--- src/rtl/wb_port_arbiter_pkg.sv ---
// Shared types for the writeback port arbiter.
// Holds widths, the drain FSM states and the pending entry.
package wb_port_arbiter_pkg;

  localparam int XLEN       = 32;
  localparam int REG_ADDR_W = 5;

  typedef enum logic {
    RUN,
    DRAIN
  } arb_state_e;

  typedef struct packed {
    logic                  live;
    logic [REG_ADDR_W-1:0] rd;
    logic [XLEN-1:0]       data;
  } pend_entry_t;

endpackage

--- src/rtl/wb_pend_queue.sv ---
// Circular queue of pending long-latency writes.
// Entries carry a live bit cleared by a younger write to the same rd.
module wb_pend_queue
  import wb_port_arbiter_pkg::*;
#(
  parameter int DEPTH = 2
) (
  input  logic                  clk,
  input  logic                  rst_n,
  input  logic                  push_i,
  input  logic [REG_ADDR_W-1:0] push_rd_i,
  input  logic [XLEN-1:0]       push_data_i,
  input  logic                  pop_i,
  input  logic                  kill_i,
  input  logic [REG_ADDR_W-1:0] kill_rd_i,
  input  logic [REG_ADDR_W-1:0] q_rs1_i,
  input  logic [REG_ADDR_W-1:0] q_rs2_i,
  output pend_entry_t           head_o,
  output logic                  head_vld_o,
  output logic [$clog2(DEPTH):0] count_o,
  output logic                  q_rs1_busy_o,
  output logic                  q_rs2_busy_o
);

  localparam int PW = $clog2(DEPTH);

  pend_entry_t      mem_q [DEPTH];
  logic [DEPTH-1:0] vld_q;
  logic [PW-1:0]    rd_ptr_q;
  logic [PW-1:0]    wr_ptr_q;
  logic [PW:0]      cnt_q;
  logic             push_live;
  logic             b1;
  logic             b2;

  // a result arriving with the same rd as a W write is born dead
  assign push_live = !(kill_i && (kill_rd_i == push_rd_i));

  // storage, pointers, kill broadcast and occupancy
  always_ff @(posedge clk or negedge rst_n) begin
    if (!rst_n) begin
      for (int i = 0; i < DEPTH; i++) begin
        mem_q[i] <= '0;
      end
      vld_q    <= '0;
      rd_ptr_q <= '0;
      wr_ptr_q <= '0;
      cnt_q    <= '0;
    end else begin
      for (int i = 0; i < DEPTH; i++) begin
        if (kill_i && (mem_q[i].rd == kill_rd_i)) begin
          mem_q[i].live <= 1'b0;
        end
      end
      if (pop_i) begin
        vld_q[rd_ptr_q]      <= 1'b0;
        mem_q[rd_ptr_q].live <= 1'b0;
        rd_ptr_q             <= rd_ptr_q + 1'b1;
      end
      if (push_i) begin
        mem_q[wr_ptr_q] <= '{live: push_live,
                             rd:   push_rd_i,
                             data: push_data_i};
        vld_q[wr_ptr_q] <= 1'b1;
        wr_ptr_q        <= wr_ptr_q + 1'b1;
      end
      cnt_q <= cnt_q + (PW+1)'(push_i)
                     - (PW+1)'(pop_i);
    end
  end

  assign head_o     = mem_q[rd_ptr_q];
  assign head_vld_o = vld_q[rd_ptr_q];
  assign count_o    = cnt_q;

  // rd match against live stored entries for hazard interlock
  always_comb begin
    b1 = 1'b0;
    b2 = 1'b0;
    for (int i = 0; i < DEPTH; i++) begin
      if (vld_q[i] && mem_q[i].live) begin
        if (mem_q[i].rd == q_rs1_i) b1 = 1'b1;
        if (mem_q[i].rd == q_rs2_i) b2 = 1'b1;
      end
    end
    q_rs1_busy_o = b1 && (q_rs1_i != '0);
    q_rs2_busy_o = b2 && (q_rs2_i != '0);
  end

endmodule

--- src/rtl/wb_port_arbiter.sv ---
// Register-file write port shared by W stage and long-latency unit.
// W always wins; starved queue heads force a one-cycle drain stall.
module wb_port_arbiter
  import wb_port_arbiter_pkg::*;
#(
  parameter int XLEN     = 32,
  parameter int DEPTH    = 2,
  parameter int MAX_WAIT = 4
) (
  input  logic                   clk,
  input  logic                   rst_n,
  input  logic                   w_wen,
  input  logic [REG_ADDR_W-1:0]  w_rd,
  input  logic [XLEN-1:0]        w_wdata,
  input  logic                   lu_valid,
  input  logic [REG_ADDR_W-1:0]  lu_rd,
  input  logic [XLEN-1:0]        lu_wdata,
  output logic                   lu_ready,
  output logic                   rf_wen,
  output logic [REG_ADDR_W-1:0]  rf_waddr,
  output logic [XLEN-1:0]        rf_wdata,
  output logic                   stall_req,
  input  logic [REG_ADDR_W-1:0]  q_rs1,
  input  logic [REG_ADDR_W-1:0]  q_rs2,
  output logic                   q_rs1_busy,
  output logic                   q_rs2_busy,
  output logic [$clog2(DEPTH):0] pend_count
);

  localparam int CW = $clog2(DEPTH) + 1;
  localparam int AW = $clog2(MAX_WAIT + 1);

  arb_state_e  state_q;
  arb_state_e  state_d;
  logic [AW-1:0] age_q;
  logic [AW-1:0] age_d;
  pend_entry_t head;
  logic        head_vld;
  logic [CW-1:0] cnt;
  logic        w_write;
  logic        push;
  logic        pop;
  logic        head_write;
  logic        head_wait;

  assign w_write  = w_wen && (w_rd != '0);
  assign lu_ready = (cnt < CW'(DEPTH));
  assign push     = lu_valid && lu_ready && (lu_rd != '0);

  // a head killed by this cycle's W write leaves as a dead pop
  assign head_write = head_vld && head.live && !w_write;
  assign pop = head_vld &&
               (!head.live || !w_write || (head.rd == w_rd));
  assign head_wait = head_vld && !pop;

  wb_pend_queue #(
    .DEPTH (DEPTH)
  ) u_queue (
    .clk          (clk),
    .rst_n        (rst_n),
    .push_i       (push),
    .push_rd_i    (lu_rd),
    .push_data_i  (lu_wdata),
    .pop_i        (pop),
    .kill_i       (w_write),
    .kill_rd_i    (w_rd),
    .q_rs1_i      (q_rs1),
    .q_rs2_i      (q_rs2),
    .head_o       (head),
    .head_vld_o   (head_vld),
    .count_o      (cnt),
    .q_rs1_busy_o (q_rs1_busy),
    .q_rs2_busy_o (q_rs2_busy)
  );

  assign pend_count = cnt;

  // W stage first, then a live queue head, otherwise idle
  always_comb begin
    rf_wen   = 1'b0;
    rf_waddr = '0;
    rf_wdata = '0;
    if (w_write) begin
      rf_wen   = 1'b1;
      rf_waddr = w_rd;
      rf_wdata = w_wdata;
    end else if (head_write) begin
      rf_wen   = 1'b1;
      rf_waddr = head.rd;
      rf_wdata = head.data;
    end
  end

  // cycles the current head has been passed over, saturating
  always_comb begin
    age_d = '0;
    if (head_wait) begin
      if (age_q == AW'(MAX_WAIT)) age_d = age_q;
      else                        age_d = age_q + 1'b1;
    end
  end

  // drain FSM next state and stall request
  always_comb begin
    state_d   = state_q;
    stall_req = 1'b0;
    unique case (state_q)
      RUN: begin
        if (head_wait && (age_d == AW'(MAX_WAIT - 1))) begin
          state_d = DRAIN;
        end
      end
      DRAIN: begin
        stall_req = 1'b1;
        if (!head_wait) state_d = RUN;
      end
      default: state_d = RUN;
    endcase
  end

  // age and FSM state registers
  always_ff @(posedge clk or negedge rst_n) begin
    if (!rst_n) begin
      state_q <= RUN;
      age_q   <= '0;
    end else begin
      state_q <= state_d;
      age_q   <= age_d;
    end
  end

endmodule

--- config.mk ---
export PLATFORM = sky130hd
export DESIGN_NAME = wb_port_arbiter
export DESIGN_NICKNAME = d
export VERILOG_FILES = /design/src/rtl/wb_port_arbiter_pkg.sv /design/src/rtl/wb_pend_queue.sv /design/src/rtl/wb_port_arbiter.sv
export SDC_FILE = /design/constraint.sdc
export NUM_CORES = 1
export LEC_CHECK = 0
export ABC_AREA = 1
export BUFFER_PORTS_ARGS = -buffer_cell sky130_fd_sc_hd__buf_2
export CAP_MARGIN = 10
export CELL_PAD_IN_SITES_DETAIL_PLACEMENT = 1
export CELL_PAD_IN_SITES_GLOBAL_PLACEMENT = 1
export CORE_MARGIN = 2
export CORE_UTILIZATION = 38
export CTS_CLUSTER_SIZE = 24
export DETAILED_ROUTE_END_ITERATION = 8
export GPL_TIMING_DRIVEN = 0
export PLACE_DENSITY_LB_ADDON = 0.1
export RECOVER_POWER = 50
export SLEW_MARGIN = 40
export SYNTH_ARGS = -nofsm -noshare
export SYNTH_HDL_FRONTEND = slang
export SYNTH_SLANG_ARGS = --single-unit
--- constraint.sdc ---
create_clock -name clk -period 2.3 [get_ports clk]
set_input_delay 0.23 -clock clk [delete_from_list [all_inputs] [get_ports clk]]
set_output_delay 0.23 -clock clk [all_outputs]
set_load 0.03 [all_outputs]
Word level (Yosys, flattened, before mapping):

Index checks and enable logic that the tools add are counted.
W data, S select, Z words.

* flip-flop bits (word level): 86
* logic and storage cells: 112

* add/subtract/negate cells: 5
* order comparisons: 9
* eq/ne operators: 10
* mux-type cells: 41
* bitwise operators: 6
* reductions and logical operators: 29

Operators with widths (number)
* $mux W38: 5
* $bwmux W76: 2
* $mux W76: 2
* $demux W38 S1: 2
* $mux W32: 2
* $eq A5 B5 Y1: 8
* $reduce_bool A5 Y1: 4
* $logic_and A1 B1 Y1: 19
* $mux W1: 19
* $mux W5: 2
* $mux W3: 2
* $ge A2 B2 Y1 const B: 2
* $logic_not A1 Y1: 4
* $lt A1 B2 Y1 const B: 2
* $lt A2 B1 Y1 const B: 2
* $mux W2: 2
* $not A1 Y2: 2
* $add A3 B1 Y3 const B: 1
* $eq A3 B2 Y1 const B: 1
* $eq A3 B3 Y1 const B: 1
* $add A1 B1 Y1 const B: 2
* $add A2 B1 Y2: 1
* $and A2 B2 Y2: 1
* $demux W1 S1: 2
* 8 further kinds: 10

Depth between registers and ports, before layout:

Gate-level depths: netlist of run 1.

* depth after elaboration: 15
* mapped depth: 14
* depth with buffers taken out: 13

Hierarchy:

Synthesis of run 1 repeated with hierarchy kept, for this count alone.

* cell total of the unflattened synthesis: 756
* area total of the unflattened synthesis: 5185.0 um^2

Modules (own cells, without submodules)
* wb_pend_queue: times used 1, cells an instance 578, area each 4214.0 um^2, seq. area each 2052.0 um^2
* wb_port_arbiter: times used 1, cells an instance 178, area each 970.9 um^2, seq. area each 100.1 um^2

Worst setup path after synthesis of run 1:

Ideal clock, no wire load.

* path type: reg-to-output
* start: reg u_queue.rd_ptr_q
* end: out rf_wdata[1]
* data arrival time: 1.797 ns
* slack: 0.273 ns
* stages on the path, launching flop included: 7
* path buffers: 3
* cells stage by stage: dfrtp_1 > buf_6 > inv_4 > buf_8 > clkbuf_1 > nor2_1 > o31ai_1

* longest elaborated chain between the ends: 8

Ends and longest elaborated chain
* start, declared: line wb_pend_queue.sv:29 `logic [PW-1:0] rd_ptr_q;`
* start signal, assigned: line wb_pend_queue.sv:58 `rd_ptr_q <= rd_ptr_q + 1'b1;`
* $not A1 Y2 (not written as such): line wb_pend_queue.sv:72 `assign head_o = mem_q[rd_ptr_q];`
* $mux W38 (not written as such) (3 in a row): line wb_pend_queue.sv:72
* $logic_and A1 B1 Y1 (2 in a row): line wb_port_arbiter.sv:51 `assign head_write = head_vld && head.live && !w_write;`
* $mux W32 *: line wb_port_arbiter.sv:87 `end else if (head_write) begin`
* $mux W32 *: line wb_port_arbiter.sv:83 `if (w_write) begin`
* end, declared: line wb_port_arbiter.sv:21 `output logic [XLEN-1:0] rf_wdata,`

Every way passes the cells marked *; elsewhere a longest branch is shown, timed or not. The select of a mux whose other input is x is not followed.

Worst setup path in the final report of run 1:

* start: reg u_queue.rd_ptr_q
* end: out rf_wdata[13]

The elaborated chain is that of the path after synthesis.

==> metrics.md, run 1 <==
| Metric | Value |
|---|---|
| Power share of the clock group | 0.419 |
| GR Overflow Total | 0 |
| Fin. max-slew vios | 0 |
| Final Routed Wirelength | 16.5 mm |
| Residual DRC count | 0 |
| Register area share after synthesis | 0.429 |
| Levels on crit path | 9 |
| Total internal power | 2.47 mW |
| Vias post-DR | 4,967 |
| Max-cap violations | 0 |
| Number of nets in the layout | 889 |
| PD cells | 504 nW/µm² |
| Largest net degree at the start of global routing | 46 |
| Hold Path Depth | 3 |
| Clk sink count | 86 |
| Drt pass-1 iters | 4 |
| Number of synthesized flops with an enable pin | 0 |
| Synthesized area | 5020 µm² |
| Final worst-path cycle share | 0.995 |
| Grt met3 use | 0.0532 |
| Fill cells | 1,615 |
| Placer Congestion | 0.867 |
| Switching part of the total | 0.262 |
| DP HPWL | 11.9 mm |
| Share of cells above drive strength 1 | 0.313 |
| Cells after Synth | 648 |
| Worst vdd ir | 305 µV |
| WHS | 0.139 ns |
| Layout Skew | 0.00666 ns |
| Grt peak-use layer | met2 |
| Distinct cell type count after synthesis | 39 |
| Post-DRT Antenna Nets | 0 |
| Num rows | 42 |
| Multi-input logic area | 2580 µm² |
| WP data required | 2.07 ns |
| Port bufs | 128 |
| RSZ-0062 raised after global routing | yes |
| Boundary Pins | 132 |
| Largest area contributor in the netlist | dfrtp_1 |
| Clock transition at path regs | 0.07 ns |
| Min cycle time layout | 2.29 ns |
| GR met1 Demand/Resource | 0.290 |
| Final Hold Viols | 0 |
| Clock Latency Late Sink | 0.34 ns |
| Async S/R FF share, synth | 1.00 |
| Ant diodes | 0 |
| Clock Tree Root | clkbuf_16 |
| Final-report setup violation count | 0 |
| Max stage delay on crit path | 0.37 ns |
| CTS tree | built |
| Register-to-Register Path Depth | 14 |
| Average cell area after synthesis | 7.75 µm² |
| Buf/Inv on CP | 5 |
| Ys Warns | 0 |
| H-tree depth | 3 |
| DIE WIDTH | 119 µm |
| Slew headroom | 0.271 |
| Die Ht | 119 µm |
| Synth Net Count | 740 |
| CP top delay family | buffers and inverters |
| Cells along the critical path | buf_6 > inv_6 > buf_12 > nand2_4 > a21oi_4 > nand2_4 > clkbuf_16 > o31ai_4 > buf_6 |
| Global-route wire length before repair | 26.5 mm |
| Worst-Margin Slew | 1.09 ns |
| Critical path type | reg -> out |
| HP Class | in -> reg |
| Slowest cell on crit path | dfrtp_1 |
| Routed len/inst | 16.9 µm |
| Top_reg_cell synth | dfrtp_1 |
| Sw power | 0.880 mW |
| Leak pwr | 3.34 nW |
| Met2 GRT Util | 0.418 |
| Yosys reg bits | 86 |
| TritonCTS Buffers | 9 |
| Syn-to-layout area delta | 32.6% |
| Number of global-route vias before repair | 5,332 |
| Critical Path AT | 2.06 ns |
| Register Area | 2150 µm² |
| Global-route usage over all layers | 0.238 |
| Core Util, Final | 0.509 |
| CTS max path bufs | 2 |
| CORE AREA | 13,100 µm² |
| Vias per cell | 5.08 |
| Sequential Power Share | 0.451 |
| Status | completed |
| Die ar. | 14,200 µm² |
| Crit path max fanout | 8 |
| Initial antenna violation count | 0 |
| Comb power frac | 0.129 |
| Initial Util | 0.384 |
| 1st-iter DRT viols | 246 |
| Critical path launch point type | flip-flop |
| Synth top area share | 0.429 |
| CP endpoint kind | output port |
| FMAX | 437 MHz |
| Top post-synthesis cells by area | dfrtp_1 43%, nand2_1 12%, o31ai_2 7.2%, nor2_1 6.1%, o21ai_0 6.0% |
==> cells in the mapped netlist, types with 6 or more instances <==
cell type,number
nor2_1,81
buf_2,13
o31ai_2,29
xnor2_1,11
o21ai_0,60
clkbuf_1,13
o22ai_1,10
o21ai_1,18
a21oi_1,7
inv_1,71
nand2_1,166
nand3_1,18
dfrtp_1,86
xor2_1,8
nand4_1,6
==> logic make-up (layout without fill, tap and decap cells) <==
kind of cell | Yosys count | after routing | synth area share
simple gates | 292 | 292 | 0.241
compound gates | 134 | 134 | 0.187
buf+inv | 113 | 267 | 0.100
flops | 86 | 86 | 0.428
xor+xnor | 19 | 19 | 0.0331
fa+ha+maj | 4 | 4 | 0.00997
==> flip-flops by register name, indices dropped and copies added, names as in the netlist <==
name / flops
u_queue.wr_ptr_q: 1
age_q: 3
u_queue.count_o: 2
u_queue.mem_q: 76
state_q: 1
u_queue.rd_ptr_q: 1
u_queue.vld_q: 2
==> worst paths after layout <==
kind / startpoint / end / slack (ns)
max reg2reg: u_queue.rd_ptr_q / u_queue.count_o[1] / 0.06
min: lu_wdata[23] / u_queue.mem_q[23] / 0.14
min in group asynchronous: rst_n / u_queue.mem_q[73] / 0.64
min reg2reg: u_queue.mem_q[30] / u_queue.mem_q[30] / 0.49
max in group asynchronous: rst_n / u_queue.mem_q[22] / 0.36
max: u_queue.rd_ptr_q / rf_wdata[13] / 0.01
==> worst reg2reg max path, delay by kind of cell (launching register included) <==
kind / cells / cell delay, ns
XOR/XNOR: 2 / 0.30
AND/OR/NAND/NOR: 5 / 0.54
buffers and inverters: 4 / 0.42
adder cells (fa/ha/maj): 2 / 0.42
flip-flops: 1 / 0.34
AO/OA/AOI/OAI: 1 / 0.15
==> cells in the final DEF, fill, tap and decap left out, types with 7 or more instances in the layout <==
master / Yosys / routed
o31ai_4: 0 / 16
nand3_1: 18 / 14
buf_2: 13 / 105
nand2_1: 166 / 158
o31ai_2: 29 / 14
clkbuf_2: 4 / 8
o22ai_1: 10 / 9
clkbuf_1: 13 / 11
xor2_1: 8 / 8
buf_6: 5 / 14
dfrtp_1: 86 / 85
buf_4: 2 / 30
o21ai_0: 60 / 60
inv_1: 71 / 70
clkbuf_16: 0 / 10
xnor2_1: 11 / 10
nand2_2: 5 / 11
a21oi_1: 7 / 7
o21ai_1: 18 / 18
nor2_1: 81 / 79
==> power groups by stage <==
stage	Sequential, mW	Combinational [mW]	Clock (mW)
floorplan	1.54	0.199	0
global placement	1.54	0.378	0
detailed placement	1.54	0.392	0
CTS	1.51	0.404	1.43
global route	1.51	0.473	1.50
finish	1.51	0.433	1.41
==> per-layer routing <==
metal / up-vias / part of all wire
li1: 2375 / -
met1: 2473 / 0.42
met2: 103 / 0.52
met3: 16 / 0.039
met4: 0 / 0.015
met5: - / 0
==> per-stage QoR <==
step / cell area [µm²] / worst slack, ns / power (mW) / setup TNS (ns) / instances
4_1_cts: 6280 / -0.0194 / 3.35 / -0.0357 / 971
3_5_place_dp: 5920 / 0.0526 / 1.93 / 0 / 953
5_1_grt: 6660 / -0.0869 / 3.49 / -0.961 / 978
6_report: 6660 / 0.0123 / 3.35 / 0 / 978
3_3_place_gp: 5880 / 0.146 / 1.92 / 0 / 952
2_1_floorplan: 5020 / 0.273 / 1.74 / 0 / 648
==> repair_timing <==
item | 4_1_cts | 5_1_grt
setup endpoints to repair | 30 | 35
gates resized for setup | 20 | 104
cloned | 0 | 1
setup buffers | 1 | 6
hold buffers | 1 | 0
pin swaps | 0 | 11
hold endpoints to repair | 41 | 0
==> final cells by class <==
| type | count | share of cell area |
|---|---|---|
| Clock buffer | 13 | 0.0391 |
| Buffer | 38 | 0.0396 |
| Inverter | 75 | 0.0430 |
| Timing Repair Buffer | 138 | 0.131 |
| Sequential cell | 86 | 0.323 |
| Multi-Input combinational cell | 449 | 0.388 |
| Tap cell | 176 | 0.0331 |
| Clock inverter | 3 | 0.00282 |
Note: power is estimated with default switching activity, not from simulation.
==> run 2, diff against run 1 <==
- PLACE_DENSITY: unset -> 0.9
- PLACE_DENSITY_LB_ADDON: 0.1 -> unset
==> metrics.md, run 2 (synthesized netlist as in run 1, its figures left out) <==
| Metric | Value |
|---|---|
| Max-cap violations | 0 |
| CTS tree | built |
| WP data required | 2.07 ns |
| Final Instance Count excl. Fillers | 977 |
| Multi-input logic area | 2570 µm² |
| Pre-CTS setup slack | 0.00822 ns |
| Global-route usage over all layers | 0.232 |
| Clock transition at path regs | 0.06 ns |
| Min cycle time layout | 2.32 ns |
| Critical Path AT | 2.09 ns |
| Initial Util | 0.384 |
| Register-to-Register Path Depth | 13 |
| Placer Congestion | 0.898 |
| Post-DRT Antenna Nets | 0 |
| TritonCTS Buffers | 9 |
| Num rows | 42 |
| Worst-Margin Slew | 1.02 ns |
| Critical path launch point type | flip-flop |
| Ant diodes | 0 |
| Die Ht | 119 µm |
| Critical path type | reg -> out |
| Final-report setup violation count | 1 |
| Worst setup margin | -0.0231 ns |
| Initial antenna violation count | 0 |
| Port bufs | 128 |
| Reg with most FFs | u_queue.mem_q |
| Vias post-DR | 5,018 |
| Layout Skew | 0.00585 ns |
| Clock Latency Late Sink | 0.34 ns |
| Hold Path Depth | 3 |
| Worst vdd ir | 355 µV |
| Commonest non-fill, non-tap cells in the layout | 162 x nand2_1, 103 x buf_2, 85 x dfrtp_1, 79 x nor2_1, 70 x inv_1 |
| Leak pwr | 3.34 nW |
| Clk sink count | 86 |
| Die ar. | 14,200 µm² |
| CTS max path bufs | 2 |
| Register Area | 2150 µm² |
| PD cells | 553 nW/µm² |
| Syn-to-layout area delta | 33.2% |
| Final Hold Viols | 0 |
| GR Overflow Total | 0 |
| FMAX | 430 MHz |
| Failing checks | negative setup slack |
| Fin. max-slew vios | 0 |
| Slew headroom | 0.318 |
| DP Cell Count | 953 |
| Residual DRC count | 0 |
| DIE WIDTH | 119 µm |
| Routed len/inst | 17.6 µm |
| Boundary Pins | 132 |
| Share of cells above drive strength 1 | 0.300 |
| CP endpoint kind | output port |
| Number of global-route vias before repair | 5,286 |
| Largest regs | u_queue.mem_q (76), age_q (3) |
| Largest net degree at the start of global routing | 47 |
| CORE AREA | 13,100 µm² |
| Global-route wire length before repair | 26.0 mm |
| Status | complete, but fails checks |
| Clock Tree Root | clkbuf_16 |
| Vias per cell | 5.14 |
| Number of nets in the layout | 889 |
| RSZ-0062 raised after global routing | yes |
| H-tree depth | 3 |
| 1st-iter DRT viols | 244 |
| Crit path max fanout | 10 |
| Max reg flops | 76 |
| HP Class | in -> reg |
| Commonest non-fill, non-tap cell in the layout | nand2_1 |
| Final Routed Wirelength | 17.2 mm |
| Drt pass-1 iters | 4 |
| DP HPWL | 11.7 mm |
| Fill cells | 1,624 |
| Final worst-path cycle share | 1.01 |
## run 2: cell count changes in the layout (fill, tap and decap cells not counted), moves of 3 or more
cell / before / now
nand2_1: 158 / 162
bufinv_16: 0 / 4
nand3_1: 14 / 17
clkbuf_2: 8 / 11
nand3_2: 5 / 2
nand2_4: 4 / 1
## run 2: layout make-up
cell class | instances | share of cell area
tap | 176 | 0.0329
buffer | 38 | 0.0380
sequential | 86 | 0.322
clock buffer | 11 | 0.0348
clock inverter | 4 | 0.0180
multi-input combinational | 449 | 0.384
timing repair buffer | 138 | 0.128
inverter | 75 | 0.0428
## run 2: metrics by stage
stage | cell area, µm² | total power [mW] | hold WS, ns | TNS (ns) | util
floorplan | 5020 | 1.74 | -0.0656 | 0 | -
global placement | 5880 | 1.92 | 0.466 | 0 | 0.450
detailed placement | 5920 | 1.93 | 0.173 | 0 | 0.452
CTS | 6340 | 3.68 | 0.138 | 0 | 0.485
global route | 6690 | 3.81 | 0.155 | -0.511 | 0.511
finish | 6690 | 3.70 | 0.139 | -0.0231 | 0.511
## run 2: final timing paths
path	endpoint	slack (ns)	start
max	rf_wdata[24]	-0.02	u_queue.rd_ptr_q
min	u_queue.mem_q[18]	0.14	lu_wdata[18]
max reg2reg	u_queue.count_o[1]	0.04	u_queue.mem_q[72]
min reg2reg	u_queue.mem_q[67]	0.49	u_queue.mem_q[67]
max in group asynchronous	u_queue.mem_q[72]	0.38	rst_n
min in group asynchronous	age_q[2]	0.60	rst_n
## run 2: repair_timing
item | CTS | global route
hold buffers | 1 | 0
pin swaps | 0 | 9
cloned | 0 | 1
resized for setup | 16 | 101
setup buffers | 1 | 6
setup endpoints to repair | 31 | 37
hold endpoints to repair | 40 | 0
## run 2: metal layers
layer / routed length [µm] / global-route usage / vias up
li1: - / - / 2378
met2: 8790 / 0.404 / 143
met4: 375 / 0.0804 / 0
met3: 810 / 0.0455 / 29
met1: 7250 / 0.286 / 2468
met5: 0 / 0 / -
## run 2: critical path, stage by stage (launching register included)
cell	delay, ns
dfrtp_1	0.38
buf_6	0.14
inv_6	0.06
buf_12	0.13
nand2_4	0.06
a21oi_4	0.21
nand2_8	0.13
buf_8	0.19
o31ai_2	0.21
buf_4	0.22
## run 2: where the power goes
group          switching (mW)  internal [mW]  total [mW]
clock network           0.585           1.17        1.75
registers            0.000842           1.51        1.51
logic                   0.267          0.168       0.436
total                   0.853           2.85        3.70
==> run 3, diff against run 2 <==
- CELL_PAD_IN_SITES_DETAIL_PLACEMENT: 1 -> unset
- CELL_PAD_IN_SITES_GLOBAL_PLACEMENT: 1 -> unset
- CORE_UTILIZATION: 38 -> 45
- PLACE_DENSITY: 0.9 -> 0.79
- SYNTH_HIERARCHICAL: unset -> 1
==> metrics.md, run 3 <==
| Metric | Value |
|---|---|
| Synth cell count leaders | 311 x nand2_1, 118 x inv_1, 86 x dfrtp_1 |
| Clock transition at path regs | 0.07 ns |
| Share of cells above drive strength 1 | 0.249 |
| Port bufs | 131 |
| Total power | 7.83 mW |
| Vias per cell | 5.07 |
| Die ar. | 12,400 µm² |
| Multi-input logic area | 2450 µm² |
| Critical path launch point type | flip-flop |
| CP endpoint kind | output port |
| DP HPWL | 10.7 mm |
| 1st-iter DRT viols | 526 |
| Pre-CTS setup slack | -0.435 ns |
| Sequential Power Share | 0.337 |
| Leak pwr | 3.66 nW |
| Slew headroom | 0.414 |
| CORE AREA | 11,300 µm² |
| PD cells | 1220 nW/µm² |
| WP data required | 2.07 ns |
| Async S/R FF share, synth | 1.00 |
| RSZ-0062 raised after global routing | yes |
| Switching part of the total | 0.458 |
| Synth Net Count | 848 |
| Min cycle time layout | 2.27 ns |
| Worst-Margin Slew | 0.879 ns |
| Largest net degree at the start of global routing | 54 |
| Initial Util | 0.458 |
| Synth top area share | 0.415 |
| CTS tree | built |
| Reg with most FFs | u_queue/mem_q |
| Clock Latency Late Sink | 0.34 ns |
| Number of nets in the layout | 997 |
| Register area share after synthesis | 0.415 |
| Final worst-path cycle share | 0.985 |
| DIE WIDTH | 111 µm |
| Top_reg_cell synth | dfrtp_1 |
| Ant diodes | 0 |
| Number of global-route vias before repair | 4,898 |
| Clk sink count | 86 |
| Largest regs | u_queue/mem_q (76), age_q (3) |
| Critical path type | reg -> out |
| GR Overflow Total | 0 |
| R2R setup slack | 0.11 ns |
| Yosys reg bits | 86 |
| WHS | 0.134 ns |
| Largest area contributor in the netlist | dfrtp_1 |
| Final Hold Viols | 0 |
| Cells after Synth | 756 |
| Finished Cell Area | 6430 µm² |
| Commonest non-fill, non-tap cells in the layout | 311 x nand2_1, 136 x buf_2, 118 x inv_1, 86 x dfrtp_1, 60 x o21ai_0 |
| HP Class | in -> reg |
| Worst setup margin | 0.0335 ns |
| Count leader, synth | nand2_1 |
| Status | completed |
| Placed Area | 6050 µm² |
| Initial antenna violation count | 0 |
| Max-cap violations | 0 |
| Max stage delay on crit path | 0.44 ns |
| Vias post-DR | 5,337 |
| Slowest cell on crit path | dfrtp_1 |
| Placer Congestion | 0.933 |
| Post-DRT Antenna Nets | 0 |
| Buf/Inv on CP | 3 |
| Comb power frac | 0.487 |
| Total internal power | 4.25 mW |
| Crit path max fanout | 10 |
| CP top delay family | buffers and inverters |
| Fin. max-slew vios | 0 |
| Fill cells | 1,074 |
| Residual DRC count | 0 |
| Final-report setup violation count | 0 |
| Final Routed Wirelength | 14.8 mm |
| TritonCTS Buffers | 9 |
| Max reg flops | 76 |
| Drt pass-1 iters | 5 |
| Num rows | 39 |
| Number of synthesized flops with an enable pin | 0 |
| Global-route wire length before repair | 23.8 mm |
| Die Ht | 111 µm |
| Critical Path AT | 2.04 ns |
| H-tree depth | 3 |
| Final setup TNS | 0 ns |
| Syn-to-layout area delta | 23.9% |
| Layout Skew | 0.00867 ns |
| Register Area | 2150 µm² |
| Ys Warns | 6 |
| Top post-synthesis cells by area | dfrtp_1 42%, nand2_1 23%, inv_1 8.5%, o21ai_0 6.5%, o21ai_2 5.9% |
| Worst vdd ir | 533 µV |
| Synthesized area | 5180 µm² |
| Power share of the clock group | 0.176 |
| Sw power | 3.59 mW |
| FMAX | 441 MHz |
| Distinct cell type count after synthesis | 27 |
| Routed len/inst | 14.1 µm |
| CTS max path bufs | 2 |
| Cells along the critical path | buf_4 > o21ai_4 > nand3_4 > buf_4 > o21ai_0 > buf_2 |
| Critical path's most frequent cell | buf_4 |
| Average cell area after synthesis | 6.86 µm² |
| Boundary Pins | 132 |
| Clock Tree Root | clkbuf_16 |
| Global-route usage over all layers | 0.241 |
| Commonest non-fill, non-tap cell in the layout | nand2_1 |
-- run 3: cell count changes in the layout (fill, tap and decap cells not counted), sizes merged, moves of 6 or more --
cell	delta
clkbuf	-11
inv	+49
nand2	+140
nand3	-6
nand4	-6
nor2	-44
o21ai	+46
o22ai	-7
o31ai	-32
xnor2	-8
-- run 3: final cells by class --
type	instances	share of cell area
Sequential cell	86	0.335
Inverter	121	0.0707
Timing Repair Buffer	138	0.111
Clock buffer	9	0.0350
Buffer	30	0.0308
Tap cell	143	0.0278
Clock inverter	7	0.00896
Multi-Input combinational cell	519	0.381
-- run 3: final timing paths --
kind / cells past startpoint / end / start
max reg2reg: 12 / u_queue/count_o[1] / u_queue/rd_ptr_q
min reg2reg: 2 / u_queue/mem_q[60] / u_queue/mem_q[60]
max: 6 / rf_waddr[3] / u_queue/rd_ptr_q
min in group asynchronous: 2 / u_queue/mem_q[57] / rst_n
min: 3 / u_queue/mem_q[47] / lu_wdata[9]
max in group asynchronous: 3 / u_queue/mem_q[38] / rst_n
-- run 3: per-stage QoR --
step / utilization / instances
after floorplan: - / 756
after global placement: 0.532 / 1030
after detailed placement: 0.535 / 1031
after CTS: 0.566 / 1052
after global routing: 0.568 / 1053
final: 0.568 / 1053
-- run 3: what timing repair did --
action	4_1_cts	5_1_grt
hold buffers	1	0
endpoints found under the hold margin	33	0
setup buffers	4	1
endpoints found under the setup margin	44	27
pin swaps	1	1
gates cloned	0	0
gates resized for setup	11	21
-- run 3: kinds of logic (layout without fill, tap and decap cells) --
logic type	count (synthesis)	count (layout)	synth area share
buffers and inverters	151	305	0.124
flip-flops	86	86	0.415
AND/OR/NAND/NOR	373	373	0.282
AO/OA/AOI/OAI	135	135	0.158
adder cells (fa/ha/maj)	4	4	0.00965
XOR/XNOR	7	7	0.0118
-- run 3: worst reg2reg max path: stages (launching register included) --
cell and delay [ns]:
dfrtp_1 0.44, buf_4 0.23, o21ai_2 0.18, inv_1 0.07, nand2_1 0.05, nand2_1 0.04
nor2_1 0.17, nand3_2 0.14, a21boi_4 0.24, ha_1 0.26, inv_1 0.05, ha_1 0.15
xnor2_1 0.11
-- run 3: power groups by stage --
stage          Combinational (mW)  Sequential, mW  Clock, mW
5_1_grt                      4.28            2.72       1.46
2_1_floorplan                2.59            2.57          0
3_5_place_dp                 3.59            2.64          0
3_3_place_gp                 3.50            2.61          0
6_report                     3.82            2.64       1.38
4_1_cts                      3.72            2.62       1.41
-- run 3: routing by layer --
metal | vias up | GRT usage | routed length (µm)
met5 | - | 0 | 0
met4 | 0 | 0.0733 | 340
met3 | 32 | 0.0441 | 1170
met2 | 270 | 0.402 | 7070
met1 | 2431 | 0.322 | 6220
li1 | 2604 | - | -
